<file path="config.mk">
export PLATFORM = sky130hd
export DESIGN_NAME = instruction_sequencer
export DESIGN_NICKNAME = d
export VERILOG_FILES = /design/src/rtl/instruction_sequencer.sv
export SDC_FILE = /design/constraint.sdc
export NUM_CORES = 1
export LEC_CHECK = 0
export ABC_AREA = 1
export CORE_AREA = 8 8 80 99
export DETAILED_ROUTE_END_ITERATION = 16
export DIE_AREA = 0 0 88 107
export PLACE_DENSITY = 0.85
export SLEW_MARGIN = 20
export SYNTH_ARGS = -nofsm -noshare
export SYNTH_HDL_FRONTEND = slang
export SYNTH_SLANG_ARGS = --single-unit
</file>
<file path="constraint.sdc">
create_clock -name clk -period 1.31 [get_ports clk]
set_input_delay 0.262 -clock clk [delete_from_list [all_inputs] [get_ports clk]]
set_output_delay 0.262 -clock clk [all_outputs]
set_load 0.1 [all_outputs]
</file>
<file path="src/rtl/instruction_sequencer.sv">
`default_nettype none
// ============================================================================
// Module   : instruction_sequencer
// Purpose  : Fetches 32-bit instructions from register_memory, decodes them
//            and issues single-register I2C read/write requests. A zero
//            opcode ends the program; errors land in FAULT with a code.
// Ports    : clk, reset (async, active-low)
//            start                       - run request (IDLE/DONE/FAULT only)
//            reg_addr / read_data /
//            error_code                  - instruction memory interface
//            i2c_req_* / i2c_dev_addr /
//            i2c_reg_addr / i2c_wdata    - request to I2C master
//            i2c_req_ready / i2c_done /
//            i2c_ack_err / i2c_rdata     - response from I2C master
//            rd_data / rd_data_valid     - last successful read byte
//            busy / done / fault /
//            fault_code                  - status (1=mem error, 2=bad op,
//                                          3=I2C NACK)
// Revision : 1.0 - initial release
// ============================================================================
module instruction_sequencer #(
  parameter int ADDR_WIDTH = 8
) (
  input  logic                  clk,
  input  logic                  reset,
  input  logic                  start,
  output logic [ADDR_WIDTH-1:0] reg_addr,
  input  logic [31:0]           read_data,
  input  logic [3:0]            error_code,
  output logic                  i2c_req_valid,
  output logic                  i2c_req_rw,
  output logic [7:0]            i2c_dev_addr,
  output logic [7:0]            i2c_reg_addr,
  output logic [7:0]            i2c_wdata,
  input  logic                  i2c_req_ready,
  input  logic                  i2c_done,
  input  logic                  i2c_ack_err,
  input  logic [7:0]            i2c_rdata,
  output logic [7:0]            rd_data,
  output logic                  rd_data_valid,
  output logic                  busy,
  output logic                  done,
  output logic                  fault,
  output logic [3:0]            fault_code
);

  typedef enum logic [2:0] {
    IDLE      = 3'd0,
    FETCH     = 3'd1,
    DECODE    = 3'd2,
    ISSUE     = 3'd3,
    WAIT_DONE = 3'd4,
    DONE      = 3'd5,
    FAULT     = 3'd6
  } state_t;

  localparam logic [7:0]            c_OP_END     = 8'h00;
  localparam logic [7:0]            c_OP_READ    = 8'h01;
  localparam logic [7:0]            c_OP_WRITE   = 8'h02;
  localparam logic [3:0]            c_FC_MEM     = 4'd1;
  localparam logic [3:0]            c_FC_BAD_OP  = 4'd2;
  localparam logic [3:0]            c_FC_NACK    = 4'd3;
  localparam logic [ADDR_WIDTH-1:0] c_PC_ONE     = ADDR_WIDTH'(1);
  localparam logic [ADDR_WIDTH-1:0] c_PC_LAST    = '1;

  state_t                  r_state;
  state_t                  w_next_state;
  logic [ADDR_WIDTH-1:0]   r_pc;
  logic [ADDR_WIDTH-1:0]   w_next_pc;
  logic                    w_load_req;
  logic                    w_set_fault;
  logic [3:0]              w_fault_val;
  logic                    w_clr_fault;
  logic                    w_rd_capture;

  logic                    r_req_valid;
  logic                    r_req_rw;
  logic [7:0]              r_dev_addr;
  logic [7:0]              r_reg_addr;
  logic [7:0]              r_wdata;
  logic [7:0]              r_rd_data;
  logic                    r_rd_data_valid;
  logic                    r_busy;
  logic                    r_done;
  logic                    r_fault;
  logic [3:0]              r_fault_code;

  logic [7:0]              w_op;
  assign w_op = read_data[31:24];

  // --------------------------------------------------------------------------
  // Next-state logic
  // --------------------------------------------------------------------------
  always_comb begin
    w_next_state = r_state;
    w_next_pc    = r_pc;
    w_load_req   = 1'b0;
    w_set_fault  = 1'b0;
    w_fault_val  = 4'd0;
    w_clr_fault  = 1'b0;
    w_rd_capture = 1'b0;
    unique case (r_state)
      IDLE, DONE, FAULT: begin
        if (start) begin
          w_next_state = FETCH;
          w_next_pc    = '0;
          w_clr_fault  = 1'b1;
        end
      end
      FETCH: w_next_state = DECODE;
      DECODE: begin
        // Memory error outranks whatever opcode came back with it.
        if (error_code != 4'd0) begin
          w_next_state = FAULT;
          w_set_fault  = 1'b1;
          w_fault_val  = c_FC_MEM;
        end else if (w_op == c_OP_END) begin
          w_next_state = DONE;
        end else if (w_op == c_OP_READ || w_op == c_OP_WRITE) begin
          w_next_state = ISSUE;
          w_load_req   = 1'b1;
        end else begin
          w_next_state = FAULT;
          w_set_fault  = 1'b1;
          w_fault_val  = c_FC_BAD_OP;
        end
      end
      ISSUE: begin
        if (i2c_req_ready) w_next_state = WAIT_DONE;
      end
      WAIT_DONE: begin
        if (i2c_done) begin
          if (i2c_ack_err) begin
            w_next_state = FAULT;
            w_set_fault  = 1'b1;
            w_fault_val  = c_FC_NACK;
          end else begin
            w_rd_capture = r_req_rw;
            // The last address terminates the program instead of wrapping.
            if (r_pc == c_PC_LAST) begin
              w_next_state = DONE;
            end else begin
              w_next_pc    = r_pc + c_PC_ONE;
              w_next_state = FETCH;
            end
          end
        end
      end
      default: w_next_state = IDLE;
    endcase
  end

  // --------------------------------------------------------------------------
  // State and program counter
  // --------------------------------------------------------------------------
  always_ff @(posedge clk or negedge reset) begin
    if (!reset) begin
      r_state <= IDLE;
      r_pc    <= '0;
    end else begin
      r_state <= w_next_state;
      r_pc    <= w_next_pc;
    end
  end

  // --------------------------------------------------------------------------
  // Registered outputs, derived from the next state so they line up with it
  // --------------------------------------------------------------------------
  always_ff @(posedge clk or negedge reset) begin
    if (!reset) begin
      r_req_valid     <= 1'b0;
      r_req_rw        <= 1'b0;
      r_dev_addr      <= 8'd0;
      r_reg_addr      <= 8'd0;
      r_wdata         <= 8'd0;
      r_rd_data       <= 8'd0;
      r_rd_data_valid <= 1'b0;
      r_busy          <= 1'b0;
      r_done          <= 1'b0;
      r_fault         <= 1'b0;
      r_fault_code    <= 4'd0;
    end else begin
      r_req_valid     <= (w_next_state == ISSUE);
      r_busy          <= (w_next_state == FETCH) || (w_next_state == DECODE) ||
                         (w_next_state == ISSUE) || (w_next_state == WAIT_DONE);
      r_done          <= (w_next_state == DONE);
      r_fault         <= (w_next_state == FAULT);
      r_rd_data_valid <= w_rd_capture;
      if (w_rd_capture) r_rd_data <= i2c_rdata;
      if (w_load_req) begin
        r_req_rw   <= (w_op == c_OP_READ);
        r_dev_addr <= read_data[23:16];
        r_reg_addr <= read_data[15:8];
        r_wdata    <= (w_op == c_OP_READ) ? 8'd0 : read_data[7:0];
      end
      if (w_clr_fault)      r_fault_code <= 4'd0;
      else if (w_set_fault) r_fault_code <= w_fault_val;
    end
  end

  assign reg_addr      = r_pc;
  assign i2c_req_valid = r_req_valid;
  assign i2c_req_rw    = r_req_rw;
  assign i2c_dev_addr  = r_dev_addr;
  assign i2c_reg_addr  = r_reg_addr;
  assign i2c_wdata     = r_wdata;
  assign rd_data       = r_rd_data;
  assign rd_data_valid = r_rd_data_valid;
  assign busy          = r_busy;
  assign done          = r_done;
  assign fault         = r_fault;
  assign fault_code    = r_fault_code;

endmodule
`default_nettype wire
</file>
======== Yosys cells after proc, flatten, opt, wreduce, memory -nomap -nowiden ========
Index checks and enable logic that the tools add are counted.
word-level totals
  bits in registers ....................... 53
  bits of input ports ..................... 50
  output and inout bits ................... 50
  logic and storage cells ................. 82
operators by class
  add/subtract/negate cells ............... 1
  equal/unequal tests ..................... 19
  multiplexer cells ....................... 38
  reduce and logical (&&, ||, !) cells .... 11
operators by type and width
  operator             count
  $mux 8               5
  $mux 3               8
  $eq 3x3->1 const B   6
  $pmux 8 s2           1
  $pmux 3 s5           1
  $mux 1               14
  $eq 3x2->1 const B   4
  $mux 2               5
  $add 8x1->8 const B  1
  $eq 8x1->1 const B   1
  $eq 8x2->1 const B   1
  $eq 8x8->1 const B   1
  $logic_not 8->1      1
  $mux 4               2
  $ne 2x2->1 const B   4
  $eq 3x1->1 const B   2
  $reduce_and 5->1     1
  $logic_or 1x1->1     4
  $pmux 2 s2           1
  $reduce_bool 2->1    2
  $reduce_bool 4->1    1
  $logic_not 3->1      1
  $reduce_or 3->1      1
  $pmux 1 s2           1

======== Longest topological paths before layout ========
  depth in word-level cells ............... 10
  gate-level depth with buffers ........... 10
  gate-level depth less buffers ........... 10

======== Least setup slack after synthesis ========
Ideal clock, no wire load.
  path type ............................... register to register
  start ................................... register r_pc[1], in the netlist reg_addr[1]
  end ..................................... register r_pc[2], in the netlist reg_addr[2]
  setup time .............................. 76 ps
  arrival time ............................ 2062 ps
  data required time ...................... 1234 ps
  slack ................................... -828 ps
  stages on the path, launching flop included .. 11
  path buffers ............................ 1
  clock period less this slack ............ 2138 ps
  cell sequence ........................... dfrtp_1 > ha_1 > nand2_1 > nor2_1 > nand2_1 > nand2_1 > nand2_1 > nand3_2 > buf_4 > nand2_1 > o21ai_1
on the way
  longest elaborated chain between the ends .. 5
  elaborated cells between the ends (all ways) .. 8
  classes of those cells .................. add/sub: 1; eq/ne: 2; mux: 4; reduce/logical: 1
RTL lines
  item                    RTL line  RTL
  from (decl)             68        logic [ADDR_WIDTH-1:0] r_pc;
  from (signal assigned)  162       r_pc <= w_next_pc;
  $add 8x1->8             143       w_next_pc = r_pc + c_PC_ONE;
  $mux 8                  140       if (r_pc == c_PC_LAST) begin
  $mux 8                  133       if (i2c_ack_err) begin
  $mux 8                  132       if (i2c_done) begin
  $pmux 8 s2              102       unique case (r_state)
Several ways; a longest one is shown, not always the timed one. The select of a mux whose other input is x is not followed.
A chain may end at the register's enable or synchronous reset.

======== Worst setup path in the final report ========
  start ................................... register r_state[0]
  end ..................................... register r_dev_addr[5], in the netlist i2c_dev_addr[5]
on the way
  longest elaborated chain between the ends .. 2
RTL lines
  item                    RTL line  RTL
  from (decl)             66        state_t r_state;
  from (signal assigned)  161       r_state <= w_next_state;
  $eq 3x2->1              102
  $mux 1                  102
  to (signal assigned)    192       r_dev_addr <= read_data[23:16];
  to (decl)               78        logic [7:0] r_dev_addr;
No other way between the ends.

==> impl_metrics.env <==
export IMPL_endpoint_kind="flop"
export IMPL_violations="setup timing"
export IMPL_yosys_area_top_type="dfrtp_1"
export IMPL_synth_area_leaders="dfrtp_1 (53%), nand2_1 (17%), inv_1 (6.4%), o21ai_1 (6.0%), nor2_1 (3.3%)"
export IMPL_post_dp_cell_area_mm2=0.004274
export IMPL_drive_gt1_share_pct=50.11
export IMPL_gp_congestion=0.7938
export IMPL_holdWs_ns=0.4614
export IMPL_ioPinCount=100
export IMPL_clkLatencyLatePin_ns=0.31
export IMPL_grt_pass1_vias=2757
export IMPL_yosys_warnings=0
export IMPL_grt_pass1_wl_um=13620
export IMPL_die_area_mm2=0.009416
export IMPL_clock_skew_ns=0.008694
export IMPL_syn_area_mm2=0.002405
export IMPL_p_leak_uw=0.002442
export IMPL_wire_per_inst_um=17.95
export IMPL_run_status="complete, but fails checks"
export IMPL_cts_buffer_depth=2
export IMPL_ys_types=26
export IMPL_antenna_found_initial=0
export IMPL_yosysSeqAreaShare_pct=53.07
export IMPL_grtUsageTotal_pct=18.72
export IMPL_regToRegEndpoint="i2c_dev_addr[5]"
export IMPL_clock_sinks=51
export IMPL_critPathCapture="i2c_dev_addr[5]"
export IMPL_regToRegSetupSlack_ns=-0.26
export IMPL_synth_top_cell_area_share_pct=53.07
export IMPL_crit_start="r_state[0]"
export IMPL_routed_wl_um=9834
export IMPL_reg2reg_depth=9
export IMPL_period_minus_slack_ns=1.570
export IMPL_grt_max_degree=52
export IMPL_avgSynthCellArea_um2=7.911
export IMPL_portBuffers=97
export IMPL_crit_fanout=8
export IMPL_critical_path_class="reg -> reg"
export IMPL_crit_path_frequent_cell="nor2_4"
export IMPL_final_hold_viol_count=0
export IMPL_cts_clk_slew_worst_paths_ns=0.09
export IMPL_critPathMaxStageDelay_ns=0.47
export IMPL_initial_core_util_pct=37.58
export IMPL_viasPerCell=4.896
export IMPL_setup_ws_ns=-0.2600
export IMPL_ir_drop_mv=1.896
export IMPL_cp_start_kind="flop"
export IMPL_antenna_cells=0
export IMPL_std_cell_rows=33
export IMPL_final_max_slew_viol_count=0
export IMPL_grt_overflow=0
export IMPL_cts_root_buf="clkbuf_8"
export IMPL_ant_nets=0
export IMPL_slowest_stage="dfrtp_2"
export IMPL_fillers=365
export IMPL_setup_viol=53
export IMPL_syn_to_final_growth_pct=111.8
export IMPL_route_detailed_drc=0
export IMPL_final_area_mm2=0.005094
export IMPL_netlist_instances=304
export IMPL_path_cells="clkinv_4 > nand2_4 > nor2_4 > nand2_2 > nor2_4 > o21ai_4 > buf_12 > nand2_1 > o21ai_1"
export IMPL_cts_tree="built"
export IMPL_arrival_ns=1.77
export IMPL_drt_iter0_drc=89
export IMPL_fmax_mhz=636.9
export IMPL_rr_startpoint="r_state[0]"
export IMPL_crit_required_ns=1.51
export IMPL_drv_cap=0
export IMPL_die_y_um=107
export IMPL_hpwl_um=5877
export IMPL_power_per_cell_area_mw_per_mm2=1737
export IMPL_nNetsFinal=511
export IMPL_num_vias=2683
export IMPL_first_pass_iters=4
export IMPL_cts_buffers_inserted=5
export IMPL_cts_max_level=2
export IMPL_rsz0062_at_grt="yes"
export IMPL_hold_path_class="in -> async"
export IMPL_die_x_um=88
export IMPL_period_share_pct=119.8
export IMPL_synth_seq_cells=51
export IMPL_core_mm2=0.006400
==> area by class of cell <==
cell class | instances | area (um2) | share of cell area, %
Clock buffer | 7 | 86.33 | 1.695
Clock inverter | 1 | 8.758 | 0.1719
Inverter | 47 | 188.9 | 3.709
Multi-Input combinational cell | 199 | 1349 | 26.48
Sequential cell | 51 | 1299 | 25.50
Tap cell | 87 | 108.9 | 2.137
Timing Repair Buffer | 156 | 2053 | 40.31
==> per-stage QoR <==
step / cells / setup WS [ns] / power (uW) / utilization (%) / TNS (ns)
2_1_floorplan: 305 / -0.2826 / 4764 / - / -6.423
3_3_place_gp: 518 / -0.4323 / 6469 / 66.78 / -17.02
3_5_place_dp: 518 / -0.5427 / 6595 / 66.78 / -19.86
4_1_cts: 540 / -0.1532 / 8131 / 73.59 / -5.498
5_1_grt: 548 / -0.3297 / 9231 / 79.59 / -13.02
6_report: 548 / -0.2600 / 8849 / 79.59 / -9.575
==> Yosys cell counts <==
cell	instances
nor2_2	3
xor2_1	2
a21oi_1	4
nand4_1	4
conb_1	1
or2_0	1
nor3_1	2
ha_1	1
dfrtp_1	51
buf_2	4
nor3_4	1
nor2_8	1
nand2_2	1
inv_1	41
inv_2	6
o21ai_0	2
or2_2	2
nand3b_1	1
nor2_1	21
o21ai_1	29
nand3_1	11
nand2_1	108
nand3_2	1
buf_6	1
buf_4	3
xnor2_1	2
==> registers in the layout (all words and copies together), names as in the netlist <==
signal,flops
i2c_wdata,8
busy,1
fault,1
i2c_req_valid,1
rd_data,8
i2c_reg_addr,8
r_state,3
done,1
fault_code,2
rd_data_valid,1
i2c_req_rw,1
i2c_dev_addr,8
reg_addr,8
==> worst max-delay path: cells and delay by family, from the launching register on <==
family / cells / cell delay [ns]
AOI/OAI and AO/OA: 2 / 0.22
buffers and inverters: 2 / 0.29
DFF: 1 / 0.47
and+or+nand+nor: 5 / 0.47
==> worst min-delay path by stage <==
stage                             end  cells after the start  slack [ns]  start
after floorplan                  busy                      0       -0.03  reset
after global placement    reg_addr[6]                      2        0.27  reset
after detailed placement  reg_addr[6]                      2        0.27  reset
after CTS                  rd_data[4]                      3        0.48  reset
after global routing       rd_data[7]                      3        0.48  reset
final                     reg_addr[6]                      3        0.46  reset
==> placed cells by master (no fill, tap or decap), types with 4 or more instances in the layout <==
cell type / count
o21ai_2: 16
dfrtp_1: 39
dlymetal6s2s_1: 4
inv_1: 39
buf_6: 25
buf_4: 29
nor2_4: 8
nand2_1: 55
nand4_1: 4
dfrtp_2: 9
clkdlybuf4s50_1: 42
nand3_1: 7
nor2_1: 13
nand2_2: 38
o21ai_1: 14
buf_12: 50
inv_2: 4
nand2_4: 14
clkbuf_8: 6
==> report_power, final <==
group	internal [uW]	leakage, uW	switching [uW]
clock network	434	0.0000484	548
logic	2200	0.00173	3420
registers	1860	0.000663	384
total	4500	0.00244	4350
==> kinds of logic after synthesis <==
group / count (synthesis) / share of synthesized area, %
adder cells (fa/ha/maj): 1 / 0.5202
flip-flops: 51 / 53.07
buffers and inverters: 55 / 9.573
AND/OR/NAND/NOR: 157 / 27.94
AO/OA/AOI/OAI: 35 / 7.284
XOR/XNOR: 4 / 1.457
other: 1 / 0.1559
==> layer usage <==
| metal | routed length, um | up-vias | track usage [%] |
|---|---|---|---|
| met1 | 3215 | 1302 | 17.13 |
| met4 | 492 | 0 | 10.97 |
| met3 | 439 | 38 | 3.749 |
| met5 | 0 | - | 0 |
| met2 | 5687 | 108 | 36.28 |
| li1 | - | 1235 | - |
==> what timing repair did <==
| action | in CTS | in global routing |
|---|---|---|
| gates cloned | 2 | 4 |
| hold endpoints to repair | 51 | 0 |
| setup buffers | 12 | 7 |
| pin swaps | 21 | 31 |
| setup endpoints to repair | 52 | 58 |
| resized for setup | 65 | 93 |
| hold buffers | 1 | 0 |
Power figures use the tool's default switching activity.
==> variant 1, RTL diff (same settings) <==
The 7 states of `state_t` get a Gray code encoding in 3 bits.
--- a/src/rtl/instruction_sequencer.sv
+++ b/src/rtl/instruction_sequencer.sv
@@ -45,13 +45,13 @@
 );
 
   typedef enum logic [2:0] {
-    IDLE      = 3'd0,
-    FETCH     = 3'd1,
-    DECODE    = 3'd2,
-    ISSUE     = 3'd3,
-    WAIT_DONE = 3'd4,
-    DONE      = 3'd5,
-    FAULT     = 3'd6
+    IDLE      = 3'b000,
+    FETCH     = 3'b001,
+    DECODE    = 3'b011,
+    ISSUE     = 3'b010,
+    WAIT_DONE = 3'b110,
+    DONE      = 3'b111,
+    FAULT     = 3'b101
   } state_t;
 
   localparam logic [7:0]            c_OP_END     = 8'h00;
Formal check against the unedited RTL: same outputs for any inputs over 10 cycles, from zero or initial values and one cycle with reset low; not proved beyond that.
==> variant 1 against the unedited design <==
  * The run still ends with setup timing left
  * Cell count down 1.1%
  * Via count down 6.3%
  * Setup slack better by 0.012 ns
  * Sequential power down 5%
  * Wire length down 16%
  * Synthesized cell count down 1.3%
  * Synthesized area up 1.3%
  * Sequential cell count unchanged
  * Design area down 3.7%
  * Total power down 9.1%
  * Largest cell class unchanged
==> variant 1: results (changes against the unedited design) <==
stage;metric;value;unit;change
route;wire_per_inst;15.3;microns;-15%
global_route;grt_usage;15.9;%;-2.9 points
worst_setup_path;slowest_delay;0.43;ns;-0.04 ns
cells_and_area;final_cells;542;;-1.1%
global_route;grt_max_degree;52;;unchanged
worst_setup_path;reg2reg_depth;10;;+1
route;drtIter0Drc;103;;+16%
cells_and_area;drive_above_1_share;43.7;%;-6.4 points
route;firstDrtPassIters;5;;+1
yosys;syn_area_per_cell;8.12;sq um;+2.7%
yosys;ys_types;26;;unchanged
timing;skew;0.00784;ns;-0.000857 ns
status;status;finished, violations left;;
pwr;internal-power;4.33;mW;-3.7%
clock_tree;htreeDepth;2;;unchanged
status;failed_checks;setup timing;;
place;placed_area;4270;sq um;-0.20%
timing;setup_ws;-0.248;ns;+0.0117 ns
place;routabilityCongestion;0.809;;+2.0%
clock_tree;root_buffer;clkbuf_8;;
global_route;grt_pass1_wl;12000;microns;-12%
worst_setup_path;slowest_stage;dfrtp_1;;
pwr;ir_worst_vdd;0.864;mV;-54%
cells_and_area;num-fill-cells;403;;+10%
worst_setup_path;arrival;1.79;ns;+0.02 ns
clock_tree;cts_buffer_depth;2;;unchanged
clock_tree;cts_buffers;5;;unchanged
global_route;grt_antenna_before_repair;0;;unchanged
place;place_inst;512;;-1.2%
route;routed_via_density;4.64;;-5.3%
yosys;ys_seq_area_share;52.4;%;-0.68 points
cells_and_area;ff_latch_area;1300;sq um;+0.19%
yosys;synth_warnings;0;;unchanged
pwr;leakagePower;2.46;nW;+0.57%
timing;hold_viol_final;0;;unchanged
place;port-buffer-count;97;;unchanged
global_route;first_global_vias;2602;;-5.6%
yosys;ys_top_cells_by_area;dfrtp_1, nand2_1, inv_1;;
cells_and_area;antenna_cells;0;;unchanged
place;dpl.hpwl;5650;microns;-3.8%
worst_setup_path;critPathTopFamily;buffers and inverters;;
timing;setup_viol;55;;+3.8%
clock_tree;clk_pin_slew;0.09;ns;about the same
yosys;synth_top_cells_by_count;nand2_1, dfrtp_1, inv_1, nor2_1, nand3_1;;
place;dpl_worst_slack;-0.443;ns;+0.0997 ns
==> variant 1: changes by cell type after synthesis, sizes merged, moves of 2 or more <==
cell / delta
inv: -20
nand2: +30
nand3: +7
nand4: -2
o21ai: -16
or2: -3
xnor2: -2
xor2: +4
==> variant 1: final timing paths <==
| path | start | to | slack, ns |
|---|---|---|---|
| max | r_state[1] | i2c_dev_addr[5] | -0.25 |
| min in group clk | i2c_rdata[5] | rd_data[5] | 0.49 |
| min | reset | fault_code[0] | 0.49 |
| max reg2reg | r_state[1] | i2c_dev_addr[5] | -0.25 |
| max in group asynchronous | reset | reg_addr[4] | 0.57 |
| min reg2reg | i2c_reg_addr[3] | i2c_reg_addr[3] | 0.54 |
==> variant 1: cell families after synthesis <==
logic type | count (synthesis) | synth area share (%)
adders and majority gates | 1 | 0.514
buffers and inverters | 35 | 7.29
and+or+nand+nor | 188 | 33.3
AOI/OAI and AO/OA | 18 | 4.16
xor gates and xnor gates | 6 | 2.16
other | 1 | 0.154
DFF | 51 | 52.4
==> variant 1: repair_timing <==
action,4_1_cts,5_1_grt
gates resized for setup,22,79
hold endpoints to repair,51,0
buffers inserted,4,13
pin swaps,7,17
hold buffers,1,0
setup endpoints to repair,52,55
gates cloned,0,5
==> variant 1: layout make-up <==
| cell class | count | share of cell area [%] |
|---|---|---|
| Timing Repair Buffer | 150 | 41.8 |
| Sequential cell | 51 | 26.5 |
| Multi-Input combinational cell | 215 | 24.3 |
| Inverter | 28 | 2.47 |
| Tap cell | 87 | 2.22 |
| Clock buffer | 7 | 1.56 |
| Clock inverter | 1 | 0.612 |
| Timing Repair inverter | 3 | 0.536 |
==> variant 1: metrics by stage <==
step	setup TNS, ns	total power, mW
2_1_floorplan	-3.02	4.51
3_3_place_gp	-14.69	6.08
3_5_place_dp	-16.66	6.18
4_1_cts	-2.27	7.42
5_1_grt	-12.75	8.37
6_report	-9.53	8.04
==> variant 1: worst register-to-register path, delay by kind of cell, from the launching register on <==
family / cells / cell delay, ns
flops: 1 / 0.43
simple gates: 4 / 0.33
buf+inv: 6 / 0.74
==> variant 1: power groups by stage <==
stage          Sequential [mW]  Combinational [mW]  Clock (mW)
5_1_grt                   2.16                5.05        1.17
3_3_place_gp              2.13                3.95           0
6_report                  2.13                4.84        1.07
3_5_place_dp              2.14                4.04           0
4_1_cts                   2.11                4.21        1.10
2_1_floorplan             3.57               0.940           0
==> variant 1: routing by layer <==
metal  GRT usage [%]  vias up  wire length (microns)
li1                -     1223                      -
met1            16.5     1196                   2920
met2            29.8       82                   4720
met3            4.67       13                    500
met4            3.82        0                    131
met5               0        -                      0
==> variant 2, RTL diff (same settings) <==
Made on the original files. Set the parameter `ADDR_WIDTH` to 9 (it was 8).
--- a/src/rtl/instruction_sequencer.sv
+++ b/src/rtl/instruction_sequencer.sv
@@ -19,7 +19,7 @@
 // Revision : 1.0 - initial release
 // ============================================================================
 module instruction_sequencer #(
-  parameter int ADDR_WIDTH = 8
+  parameter int ADDR_WIDTH = 9
 ) (
   input  logic                  clk,
   input  logic                  reset,
Ports: changed (resized reg_addr); port bits go from 100 to 101. No check against the original RTL was run, so the function may have changed too.
==> variant 2 against the unedited design <==
  * Synthesized area rose by 2.5%
  * Sequential cell count is 1 higher
  * Setup slack worse by 0.23 ns
  * Total power is 3.4% higher
  * Via count is 2.5% higher
  * Critical endpoint is now busy
  * Design area up 3.1%
  * The run still ends with setup timing left
  * Largest cell class unchanged
  * Wire length increased by 2.3%
  * Die area unchanged
  * Cell count up 1.3%
==> variant 2: results (changes against the unedited design) <==
stage;metric;value;unit;change
worst_setup_path;endpoint_kind;flop;;
global_route;grt_max_degree;32;;-38%
yosys;synth_ff_type;dfrtp_1;;
place;dpl.hpwl;6430;microns;+9.3%
clock_tree;cts_setup_buffers;19;;+7
status;failed_checks;setup timing;;
yosys;ys_types;27;;+3.8%
timing;skew;0.00730;ns;-0.00139 ns
cells_and_area;drive_above_1_share;50.0;%;-0.11 points
yosys;async_flop_share;100;%;unchanged
worst_setup_path;timing.rr.start;reg_addr[1];;
route;wirelength;10100;microns;+2.3%
pwr;ir_worst_vdd;1.41;mV;-26%
route;drtIter0Drc;110;;+24%
global_route;grt_usage;20.6;%;+1.9 points
worst_setup_path;start_kind;flop;;
yosys;ys_seq_area_share;52.8;%;-0.30 points
place;port-buffer-count;98;;+1.0%
worst_setup_path;r2r_end;busy;;
route;firstDrtPassIters;5;;+1
hold_path;hp-class;primary input to async pin;;
timing;setup_ws;-0.488;ns;-0.228 ns
cells_and_area;nets;519;;+1.6%
worst_setup_path;slowest_delay;0.50;ns;+0.03 ns
clock_tree;cts_resized;91;;+40%
route;routed_via_density;4.96;;+1.2%
worst_setup_path;cp_max_fo;3;;-5
cells_and_area;largest_reg_flops;9;;
global_route;first_global_vias;3032;;+10%
timing;hold_ws;0.502;ns;+0.0409 ns
place;placed_area;4420;sq um;+3.5%
timing;tns;-16.24;ns;-6.66 ns
status;status;finished, violations left;;
worst_setup_path;arrival;1.98;ns;+0.21 ns
cells_and_area;antenna_cells;0;;unchanged
global_route;grt_antenna_before_repair;0;;unchanged
pwr;leakagePower;2.53;nW;+3.7%
global_route;grt_pass1_wl;15100;microns;+11%
worst_setup_path;slowest_stage;dfrtp_4;;
yosys;synth_top_cells_by_count;nand2_1, dfrtp_1, inv_1, nor2_1, nand3_1;;
worst_setup_path;critPathTopFamily;simple AND/OR/NAND/NOR gates;;
yosys;ys_top_cells_by_area;dfrtp_1, nand2_1, inv_1;;
timing;setup_viol;57;;+7.5%
place;routabilityCongestion;0.926;;+17%
place;dpl_worst_slack;-0.627;ns;-0.0845 ns
worst_setup_path;reg2reg_depth;12;;+3
-- variant 2: report_power, final --
part           internal [mW]  switching, mW
combinational           2.34           3.32
clock                  0.764          0.519
sequential              1.89          0.310
total                   5.00           4.15
-- variant 2: tightest hold or removal path: cells and delay by family --
family	cells	cell delay (ns)
buf+inv	3	0.93
-- variant 2: final cells by class --
type	count	area, sq um
tap	87	109
timing repair buffer	169	2150
inverter	29	129
clock inverter	2	60.1
multi-input combinational	208	1370
sequential	52	1330
timing repair inverter	2	22.5
clock buffer	6	72.6
fill	325	1150
-- variant 2: layer usage --
metal,track usage [%],part of all wire [%],wire length [microns],vias to the layer above
met5,0,0,0,-
met4,9.74,2.9,295,0
met3,3.90,5.5,554,24
met2,40.2,57,5750,117
met1,19.7,34,3460,1353
li1,-,-,-,1257
-- variant 2: kinds of logic (layout without fill, tap and decap cells) --
family                   Yosys count  after routing  share of synthesized area [%]
buffers and inverters             35            208                           6.70
AND/OR/NAND/NOR                  180            180                           31.5
AO/OA/AOI/OAI                     11             11                           2.44
flip-flops                        52             52                           52.8
XOR/XNOR                           5              5                           1.78
adder cells (fa/ha/maj)            2              2                           1.01
multiplexers                       8              8                           3.65
other                              1              2                          0.152
-- variant 2: worst min-delay path by stage --
stage / to / cells past startpoint / start
after global placement: i2c_reg_addr[2] / 2 / reset
after floorplan: busy / 0 / reset
after global routing: i2c_dev_addr[7] / 3 / read_data[23]
final: rd_data[4] / 3 / reset
after detailed placement: i2c_reg_addr[2] / 2 / reset
after CTS: rd_data[6] / 3 / reset
-- variant 2: stage by stage --
step / utilization [%] / instances
after floorplan: - / 295
after global placement: 69.1 / 520
after detailed placement: 69.1 / 520
after CTS: 79.3 / 551
after global routing: 82.0 / 555
final: 82.0 / 555
